$ cat config.mk
export PLATFORM = sky130hd
export DESIGN_NAME = hififo_read_scheduler_flat
export DESIGN_NICKNAME = d
export VERILOG_FILES = /design/src/rtl/hififo_read_scheduler_if.sv /design/src/rtl/hififo_read_scheduler.sv /design/src/flat_wrapper.sv
export SDC_FILE = /design/constraint.sdc
export NUM_CORES = 2
export LEC_CHECK = 0
export BUFFER_PORTS_ARGS = -buffer_cell sky130_fd_sc_hd__clkbuf_2
export CORE_ASPECT_RATIO = 2
export CORE_MARGIN = 5
export CORE_UTILIZATION = 28
export DETAILED_ROUTE_END_ITERATION = 6
export PLACE_DENSITY = 0.5
export SYNTH_ARGS = -nofsm -noshare
export SYNTH_HDL_FRONTEND = slang
export SYNTH_SLANG_ARGS = --single-unit
$ cat constraint.sdc
create_clock -name clock -period 15.3 [get_ports clock]
set_clock_uncertainty 0.2 [all_clocks]
set_input_delay 3.06 -clock clock [delete_from_list [all_inputs] [get_ports clock]]
set_output_delay 3.06 -clock clock [all_outputs]
set_load 0.01 [all_outputs]
$ cat src/rtl/hififo_read_scheduler_if.sv
// hififo_read_scheduler_if: page-entry intake, read-request issue and tag-release signals
interface hififo_read_scheduler_if;
   logic [7:0]  r_valid;
   logic [60:0] r_addr;
   logic [18:0] r_count;
   logic [7:0]  r_ready;
   logic        rq_valid;
   logic        rq_ready;
   logic [60:0] rq_addr;
   logic [9:0]  rq_len;
   logic [4:0]  rq_tag;
   logic [2:0]  rq_chan;
   logic        tag_release;
   logic [4:0]  tag_id;
   logic [7:0]  chan_done;
   modport master (
      input  r_valid, r_addr, r_count, rq_ready, tag_release, tag_id,
      output r_ready, rq_valid, rq_addr, rq_len, rq_tag, rq_chan, chan_done
   );
   modport slave (
      output r_valid, r_addr, r_count, rq_ready, tag_release, tag_id,
      input  r_ready, rq_valid, rq_addr, rq_len, rq_tag, rq_chan, chan_done
   );
endinterface

$ cat src/rtl/hififo_read_scheduler.sv
// hififo_read_scheduler: splits per-channel page entries into MRRS-bounded read requests,
// round-robin across channels, with a completion-tag pool.
module hififo_read_scheduler #(
   parameter logic [7:0] ENABLE  = 8'b00010001,
   parameter int         MRRS_QW = 64,
   parameter int         NTAGS   = 32
) (
   input logic                    clock,
   input logic                    reset,
   hififo_read_scheduler_if.master bus
);
   localparam logic [60:0] OFS_MASK = 61'(MRRS_QW - 1);
   localparam logic [31:0] TAG_MASK = 32'((64'd1 << NTAGS) - 64'd1);
   typedef enum logic [1:0] {IDLE, ARB, ISSUE} state_t;
   state_t      r_state;
   logic [7:0]  r_slot_v;
   logic [60:0] r_slot_addr [8];
   logic [18:0] r_slot_rem [8];
   logic [2:0]  r_rr;
   logic [31:0] r_tag_busy;
   logic [7:0]  r_chan_done;
   logic        r_rq_valid;
   logic [60:0] r_rq_addr;
   logic [9:0]  r_rq_len;
   logic [4:0]  r_rq_tag;
   logic [2:0]  r_rq_chan;
   logic [2:0]  w_grant;
   logic        w_found;
   logic [4:0]  w_tag;
   logic [31:0] w_tag_free;
   logic [19:0] w_room;
   logic [9:0]  w_len;
   logic        w_hs;
   logic [7:0]  w_clear;
   logic [7:0]  w_accept;
   always_comb begin
      w_tag_free = ~r_tag_busy & TAG_MASK;
      w_found = 1'b0;
      w_grant = r_rr;
      for (int k = 0; k < 8; k++)
         if (!w_found && r_slot_v[3'(r_rr + 3'(k))]) begin
            w_found = 1'b1;
            w_grant = 3'(r_rr + 3'(k));
         end
      w_tag = '0;
      for (int i = NTAGS - 1; i >= 0; i--)
         if (w_tag_free[i]) w_tag = 5'(i);
      w_room = 20'(MRRS_QW) - 20'(r_slot_addr[w_grant] & OFS_MASK);
      w_len = ({1'b0, r_slot_rem[w_grant]} < w_room) ? r_slot_rem[w_grant][9:0] : w_room[9:0];
      w_hs = r_state == ISSUE && bus.rq_ready;
      w_clear = (w_hs && r_slot_rem[r_rq_chan] == 19'(r_rq_len)) ? 8'd1 << r_rq_chan : 8'd0;
      // a slot being retired this cycle may be reloaded in the same cycle
      w_accept = bus.r_valid & ENABLE & (~r_slot_v | w_clear);
   end
   always_ff @(posedge clock or negedge reset)
      if (!reset) begin
         r_state     <= IDLE;
         r_slot_v    <= '0;
         r_slot_addr <= '{default: '0};
         r_slot_rem  <= '{default: '0};
         r_rr        <= '0;
         r_tag_busy  <= '0;
         r_chan_done <= '0;
         r_rq_valid  <= 1'b0;
         r_rq_addr   <= '0;
         r_rq_len    <= '0;
         r_rq_tag    <= '0;
         r_rq_chan   <= '0;
      end else begin
         r_chan_done <= w_clear | (bus.r_count == '0 ? w_accept : 8'h0);
         r_slot_v    <= (r_slot_v & ~w_clear) | (bus.r_count != '0 ? w_accept : 8'h0);
         if (bus.tag_release) r_tag_busy[bus.tag_id] <= 1'b0;
         if (w_hs) begin
            r_slot_addr[r_rq_chan] <= r_slot_addr[r_rq_chan] + 61'(r_rq_len);
            r_slot_rem[r_rq_chan]  <= r_slot_rem[r_rq_chan] - 19'(r_rq_len);
            r_rr                   <= r_rq_chan + 3'd1;
         end
         for (int i = 0; i < 8; i++)
            if (w_accept[i]) begin
               r_slot_addr[i] <= bus.r_addr;
               r_slot_rem[i]  <= bus.r_count;
            end
         case (r_state)
            IDLE: if (|r_slot_v && |w_tag_free) r_state <= ARB;
            ARB: begin
               // allocation follows the release above so it wins on a shared tag
               r_tag_busy[w_tag] <= 1'b1;
               r_rq_valid        <= 1'b1;
               r_rq_addr         <= r_slot_addr[w_grant];
               r_rq_len          <= w_len;
               r_rq_tag          <= w_tag;
               r_rq_chan         <= w_grant;
               r_state           <= ISSUE;
            end
            ISSUE: if (bus.rq_ready) begin
               r_rq_valid <= 1'b0;
               r_state    <= IDLE;
            end
            default: r_state <= IDLE;
         endcase
      end
   assign bus.r_ready   = ENABLE & ~r_slot_v;
   assign bus.rq_valid  = r_rq_valid;
   assign bus.rq_addr   = r_rq_addr;
   assign bus.rq_len    = r_rq_len;
   assign bus.rq_tag    = r_rq_tag;
   assign bus.rq_chan   = r_rq_chan;
   assign bus.chan_done = r_chan_done;
endmodule

$ cat src/flat_wrapper.sv
// flat-port wrapper written by rule: the top's interface ports become plain ports
module hififo_read_scheduler_flat 
#(
   parameter logic [7:0] ENABLE  = 8'b00010001,
   parameter int         MRRS_QW = 64,
   parameter int         NTAGS   = 32
)
  (clock, reset, bus_r_valid, bus_r_addr, bus_r_count, bus_rq_ready, bus_tag_release, bus_tag_id, bus_r_ready, bus_rq_valid, bus_rq_addr, bus_rq_len, bus_rq_tag, bus_rq_chan, bus_chan_done);
  hififo_read_scheduler_if bus_i ();
  input logic clock;
  input logic reset;
  input wire logic [$bits(bus_i.r_valid)-1:0] bus_r_valid;
  input wire logic [$bits(bus_i.r_addr)-1:0] bus_r_addr;
  input wire logic [$bits(bus_i.r_count)-1:0] bus_r_count;
  input wire logic [$bits(bus_i.rq_ready)-1:0] bus_rq_ready;
  input wire logic [$bits(bus_i.tag_release)-1:0] bus_tag_release;
  input wire logic [$bits(bus_i.tag_id)-1:0] bus_tag_id;
  output wire logic [$bits(bus_i.r_ready)-1:0] bus_r_ready;
  output wire logic [$bits(bus_i.rq_valid)-1:0] bus_rq_valid;
  output wire logic [$bits(bus_i.rq_addr)-1:0] bus_rq_addr;
  output wire logic [$bits(bus_i.rq_len)-1:0] bus_rq_len;
  output wire logic [$bits(bus_i.rq_tag)-1:0] bus_rq_tag;
  output wire logic [$bits(bus_i.rq_chan)-1:0] bus_rq_chan;
  output wire logic [$bits(bus_i.chan_done)-1:0] bus_chan_done;
  assign bus_i.r_valid = bus_r_valid;
  assign bus_i.r_addr = bus_r_addr;
  assign bus_i.r_count = bus_r_count;
  assign bus_i.rq_ready = bus_rq_ready;
  assign bus_i.tag_release = bus_tag_release;
  assign bus_i.tag_id = bus_tag_id;
  assign bus_r_ready = bus_i.r_ready;
  assign bus_rq_valid = bus_i.rq_valid;
  assign bus_rq_addr = bus_i.rq_addr;
  assign bus_rq_len = bus_i.rq_len;
  assign bus_rq_tag = bus_i.rq_tag;
  assign bus_rq_chan = bus_i.rq_chan;
  assign bus_chan_done = bus_i.chan_done;
  hififo_read_scheduler #(.ENABLE(ENABLE), .MRRS_QW(MRRS_QW), .NTAGS(NTAGS)) u_core (.clock(clock), .reset(reset), .bus(bus_i));
endmodule
Yosys cells after proc, flatten, opt, wreduce, memory -nomap -nowiden

Index checks and enable logic that the tools add are counted.

Flip-flop bits (word level): 773
Bits of input ports: 97
Output and inout bits: 96
Word-level logic and storage cells: 221

Add/subtract/negate cells: 11
Order comparisons: 16
Equality and inequality tests: 5
Shifts and indexed selects: 1
Multiplexer cells: 113
Bitwise gates (word level): 13
Reductions and logical operators: 36

Operators by type and width:

| operator             | count |
|---|---|
| $mux W61             | 13 |
| $bwmux W488          | 1 |
| $mux W488            | 1 |
| $bmux W61 S3         | 2 |
| $mux W19             | 13 |
| $demux W61 S3        | 1 |
| $mux W5              | 32 |
| $bwmux W152          | 1 |
| $mux W152            | 1 |
| $bmux W19 S3         | 2 |
| $mux W32             | 2 |
| $not A32 Y32         | 2 |
| $add A61 B10 Y61     | 1 |
| $demux W19 S3        | 1 |
| $and A32 B32 Y32     | 1 |
| $lt A3 B4 Y1 const B | 8 |
| $or A32 B32 Y32      | 1 |
| $reduce_or A32 Y1    | 1 |
| $bmux W1 S3          | 8 |
| $mux W8              | 3 |
| $or A8 B8 Y8         | 3 |
| $mux W3              | 7 |
| $lt A19 B20 Y1       | 1 |
| $eq A19 B10 Y1       | 1 |
| 32 further kinds     | 88 |

Logic depth before layout (Yosys ltp)

Depth after elaboration: 39
Mapped depth: 31
Gate-level depth less buffers: 21

Least setup slack after synthesis

OpenSTA, ideal clock, no wires.

Kind: reg2reg
Start: reg u_core.r_rq_chan[0] (netlist: u_core.bus.rq_chan[0])
End: reg u_core.r_slot_addr[239] in the netlist's numbering
Library setup time: 65 ps
Arrival: 6693 ps
Required time: 15035 ps
Setup slack: 8342 ps
Stages on the path, launching flop included: 29
Path buffers: 10
Period minus slack after synthesis: 6958 ps
Cells stage by stage: dfrtp_1 > buf_2 > buf_2 > buf_2 > buf_2 > buf_1 > buf_2 > buf_1 > buf_2 > clkbuf_1 > clkbuf_1 > a221oi_1 > o21ai_0 > ha_1 > inv_1 > fa_1 > nor2b_1 > o21ai_0 > a21boi_0 > o21ai_0 > a21boi_0 > o21ai_0 > a21boi_0 > o21a_1 > o2111ai_1 > nor4_1 > a21oi_1 > o311ai_0 > o21a_1

Longest elaborated chain between the ends: 10
Elaborated cells between the ends (all ways): 23
Those cells by class: add/sub (1); order compare (2); eq/ne (1); shift (1); mux (12); bitwise (3); reduce/logical (3)

Ends and longest elaborated chain:

| item                                                                      | line                        | source |
|---|---|---|
| from (decl)                                                               | hififo_read_scheduler.sv:26 | `logic [2:0] r_rq_chan;` |
| from (signal assigned)                                                    | hififo_read_scheduler.sv:92 | `r_rq_chan <= w_grant;` |
| parallel branches: the longest is 10 deep, another holds $add A61 B10 Y61 | --                          |  |
| to (signal, indexed assignment)                                           | hififo_read_scheduler.sv:74 | `r_slot_addr[r_rq_chan] <= r_slot_addr[r_rq_chan] + 61'(r_rq_len);` |
| to (signal, indexed assignment)                                           | hififo_read_scheduler.sv:80 | `r_slot_addr[i] <= bus.r_addr;` |
| to (decl)                                                                 | hififo_read_scheduler.sv:17 | `logic [60:0] r_slot_addr [8];` |

Parallel ways; which one is timed is not known. The select of a mux whose other input is x is not followed.
A chain may end at the register's enable or synchronous reset.

Final worst setup path

Start: reg u_core.r_rr[1]
End: reg u_core.r_rq_len[0] (netlist: u_core.bus.rq_len[0])

Longest elaborated chain between the ends: 31
Elaborated cells between the ends (all ways): 61
Those cells by class: add/sub (8); order compare (1); mux (37); bitwise (1); reduce/logical (14)

Ends and longest elaborated chain:

| item                                                                   | line                                                     | source |
|---|---|---|
| from (decl)                                                            | hififo_read_scheduler.sv:19                              | `logic [2:0] r_rr;` |
| from (signal assigned)                                                 | hififo_read_scheduler.sv:76                              | `r_rr <= r_rq_chan + 3'd1;` |
| parallel branches: the longest is 23 deep, another holds $add A3 B1 Y3 | --                                                       |  |
| $mux W3 *                                                              | hififo_read_scheduler.sv:41                              | `if (!w_found && r_slot_v[3'(r_rr + 3'(k))]) begin` |
| $not A3 Y4 (implied by the code) *                                     | hififo_read_scheduler.sv:48, hififo_read_scheduler.sv:49 |  |
| $bmux W61 S3                                                           | hififo_read_scheduler.sv:48                              | `w_room = 20'(MRRS_QW) - 20'(r_slot_addr[w_grant] & OFS_MASK);` |
| $mux W61 (implied by the code) (2 in series)                           | hififo_read_scheduler.sv:48                              |  |
| $sub A7 B6 Y8                                                          | hififo_read_scheduler.sv:48                              |  |
| $lt A19 B20 Y1                                                         | hififo_read_scheduler.sv:49                              | `w_len = ({1'b0, r_slot_rem[w_grant]} < w_room) ? r_slot_rem[w_grant][9:0] : w_room[9:0];` |
| $mux W10 *                                                             | hififo_read_scheduler.sv:49                              |  |
| to (signal assigned)                                                   | hififo_read_scheduler.sv:90                              | `r_rq_len <= w_len;` |
| to (decl)                                                              | hififo_read_scheduler.sv:24                              | `logic [9:0] r_rq_len;` |

Mark *: on every way between the ends. The select of a mux whose other input is x is not followed.

==> out/qor.csv <==
metric;value;unit
grt_pass1_wl;227000;um
syn_inst;4061;
synth-simple-area-share;11.4;%
crit_arrival;9.65;ns
reg2reg_slack;5.99;ns
worstHoldEndpoint;u_core.bus.rq_tag[1];
relSlewSlack;26.8;%
drt-total-wl;151000;um
clk-insertion-delay-late;0.68;ns
syn_avg_cell_area;10.5;sq um
area_growth_syn_to_layout;12.9;%
root_buffer;clkbuf_16;
io_buffers;180;
firstDrtPassIters;6;
routed_via_density;5.57;
required;15.64;ns
clock-sinks;773;
tritoncts;built;
die-area;161000;sq um
post-route-period-util;60.8;%
grt.total_usage;18.3;%
first_global_vias;34500;
cts_buffers;84;
synth_top_family_by_area;multiplexers;
setup_viol;0;
critPathKind;flop to flop;
clk_pin_slew;0.06;ns
rows;203;
initialDrtViolationCount;2930;
dp_hpwl;92900;um
dr_total_vias;34000;
r2r_cells;20;
rsz0062_at_grt;false;
gp_congestion;0.854;
fin_setup_tns;0;ns
synth-xor-area-share;1.31;%
setup_slack;5.99;ns
ys_ff_latch;773;
cp-end-kind;flop;
synth-adder-area-share;1.12;%
grt-ovfl-total;0;
initial_core_util;28.1;%
crit-reg2reg-launch;u_core.r_rr[1];
power;13400;uW
antenna_found_initial;10;
yosys_warnings;0;
crit_path_start_kind;flop;
grt_max_degree;167;
slew_violations;0;
synth.distinct_cells;80;
async_flop_share;100;%
die_y;563;um
maxCapViolCount;0;
cts_hold_buf;0;
num_io_pins;193;
ys_seq_area_share;45.2;%
drtAntennaViolNets;0;
hold_depth;2;
yosysTopAreaCell;dfrtp_1;
peakVddDrop;529;uV
htreeDepth;3;
drc;0;
core;152000;sq um
post_cts.repair.setup_buffers;0;
die_w;286;um
clockBufferDepth;3;
status;finished clean;
leakage;0.0207;uW
tightest_slew;1.10;ns
worstPathMaxFanout;64;
hold_path.class;flop to flop;
synthMuxAreaShare;22.7;%
wl_per_cell;24.8;um
layout.nets;4215;
synth_top_area_share;45.2;%
layout-drive-gt1-share;23.2;%
hold_start;u_core.bus.rq_tag[1];
pre_cts_slack;6.04;ns
hold_viol;0;
synth_ff_type;dfrtp_1;
power_density;277;nW/um^2
synth_edf_count;0;
synth.area.top_cells;dfrtp_1 (45%), mux4_2 (12%), mux2_2 (8.1%), nand2_1 (5.8%), o21ai_0 (5.7%);
period_minus_slack;9.31;ns
post_cts_resized;0;
synth-compound-area-share;14.5;%
rr_endpoint;u_core.bus.rq_len[0];
netlist_area;42800;sq um
max_freq;107;MHz
## flip-flops by register name, indices dropped and copies added (netlist names)
| name | cells |
|---|---|
| u_core.bus.rq_tag | 5 |
| u_core.bus.rq_addr | 61 |
| u_core.r_slot_addr | 488 |
| u_core.bus.rq_valid | 1 |
| u_core.r_slot_rem | 152 |
| u_core.r_slot_v | 8 |
| u_core.bus.chan_done | 8 |
| u_core.bus.rq_len | 10 |
| u_core.bus.rq_chan | 3 |
| u_core.r_state | 2 |
| u_core.r_rr | 3 |
| u_core.r_tag_busy | 32 |
## Yosys cell counts (6+ instances only)
cell,number
and2_1,22
a22oi_1,35
a211oi_1,7
nand4_1,19
o311ai_0,7
buf_1,27
nor2_1,205
buf_6,6
a21oi_1,136
nor4_1,32
nand2_1,656
o211ai_1,28
buf_4,18
mux4_2,219
a21boi_0,19
nor2b_1,27
nand2b_1,15
a21o_1,9
dfrtp_1,773
xor2_1,29
clkbuf_1,205
o21ai_0,490
o21a_1,44
ha_1,35
and3_1,25
xnor2_1,35
o22ai_1,33
mux2_2,306
o31ai_1,9
inv_1,57
mux2i_1,134
nor3_1,20
a221oi_1,86
nand3_1,60
or4_1,7
a31oi_1,60
or2_2,8
buf_2,60
nand3b_1,8
## per-stage QoR
| stage | hold slack (ns) | instance area (sq um) | cells | utilization [%] |
|---|---|---|---|---|
| 4_1_cts | 0.279 | 48300 | 6094 | 31.7 |
| 5_1_grt | 0.319 | 48300 | 6094 | 31.7 |
| 3_5_place_dp | 0.265 | 45500 | 5942 | 29.8 |
| 6_report | 0.271 | 48300 | 6098 | 31.7 |
| 3_3_place_gp | 0.262 | 45500 | 5942 | 29.8 |
| 2_1_floorplan | 0.246 | 42800 | 4066 | - |
## report_power, final
group / total, uW / switching (uW) / internal, uW
Clock: 2120 / 883 / 1230
Sequential: 3510 / 696 / 2810
Combinational: 7750 / 4540 / 3210
Total: 13400 / 6120 / 7260
## cell type report
cell class | count | area (sq um)
Timing Repair Buffer | 245 | 1420
Clock inverter | 25 | 332
Clock buffer | 127 | 2510
Multi-Input combinational cell | 2917 | 22000
Tap cell | 1947 | 2440
Sequential cell | 773 | 19400
Inverter | 60 | 225
Antenna cell | 4 | 10.0
Fill cell | 15500 | 104000
## worst max path at each step
| stage | startpoint | to | slack [ns] | cells after the start |
|---|---|---|---|---|
| 6_report | u_core.r_rr[1] | u_core.bus.rq_len[0] | 5.99 | 20 |
| 5_1_grt | u_core.r_rr[1] | u_core.bus.rq_len[0] | 5.38 | 20 |
| 4_1_cts | u_core.r_rr[1] | u_core.bus.rq_len[0] | 6.03 | 20 |
| 3_5_place_dp | u_core.r_rr[1] | u_core.bus.rq_len[0] | 6.04 | 20 |
| 3_3_place_gp | u_core.r_rr[1] | u_core.bus.rq_len[0] | 6.13 | 20 |
| 2_1_floorplan | u_core.bus.rq_chan[0] | u_core.r_slot_addr[239] | 8.34 | 28 |
## cells by family after synthesis
| family | Yosys count |
|---|---|
| compound gates | 1020 |
| xor+xnor | 64 |
| fa+ha+maj | 37 |
| buf+inv | 376 |
| flops | 773 |
| mux | 660 |
| other cells | 1 |
| simple gates | 1130 |
## layout by cell type, fill, tap and decap left out, types with 24 or more instances in the layout
cell type,count
dfrtp_1,770
nand2_1,650
o21ai_0,490
mux2_2,306
mux4_2,219
nor2_1,203
clkbuf_2,179
a21oi_1,136
mux2i_1,134
a221oi_1,86
clkbuf_16,86
buf_4,63
a31oi_1,60
inv_1,57
nand3_1,56
o21a_1,44
a22oi_1,35
xnor2_1,35
ha_1,35
o22ai_1,33
nor4_1,32
xor2_1,29
o211ai_1,28
and3_1,24
## worst max-delay path, stage by stage (launching register included)
cell	delay [ns]
dfrtp_1	0.90
inv_1	0.23
ha_1	0.77
mux4_2	0.66
mux2i_1	0.20
a32o_2	0.38
nand2_1	0.15
o32ai_1	0.53
a21o_4	0.33
buf_4	0.79
buf_4	0.95
mux4_2	0.42
mux2i_1	0.49
xor2_1	0.19
ha_1	0.34
nand3_1	0.10
a2111oi_0	0.40
a21boi_0	0.27
or2_1	0.39
nor2_1	0.09
a221o_1	0.27
## layer usage
layer,track usage [%],part of all wire [%],wire [um],vias to the layer above
li1,-,-,-,14900
met1,25.2,43,65300,17400
met2,29.0,46,69500,1351
met3,3.43,7.3,11100,288
met4,6.60,3.5,5350,12
met5,0,0.061,92,-
(Power assumes the default switching activity.)
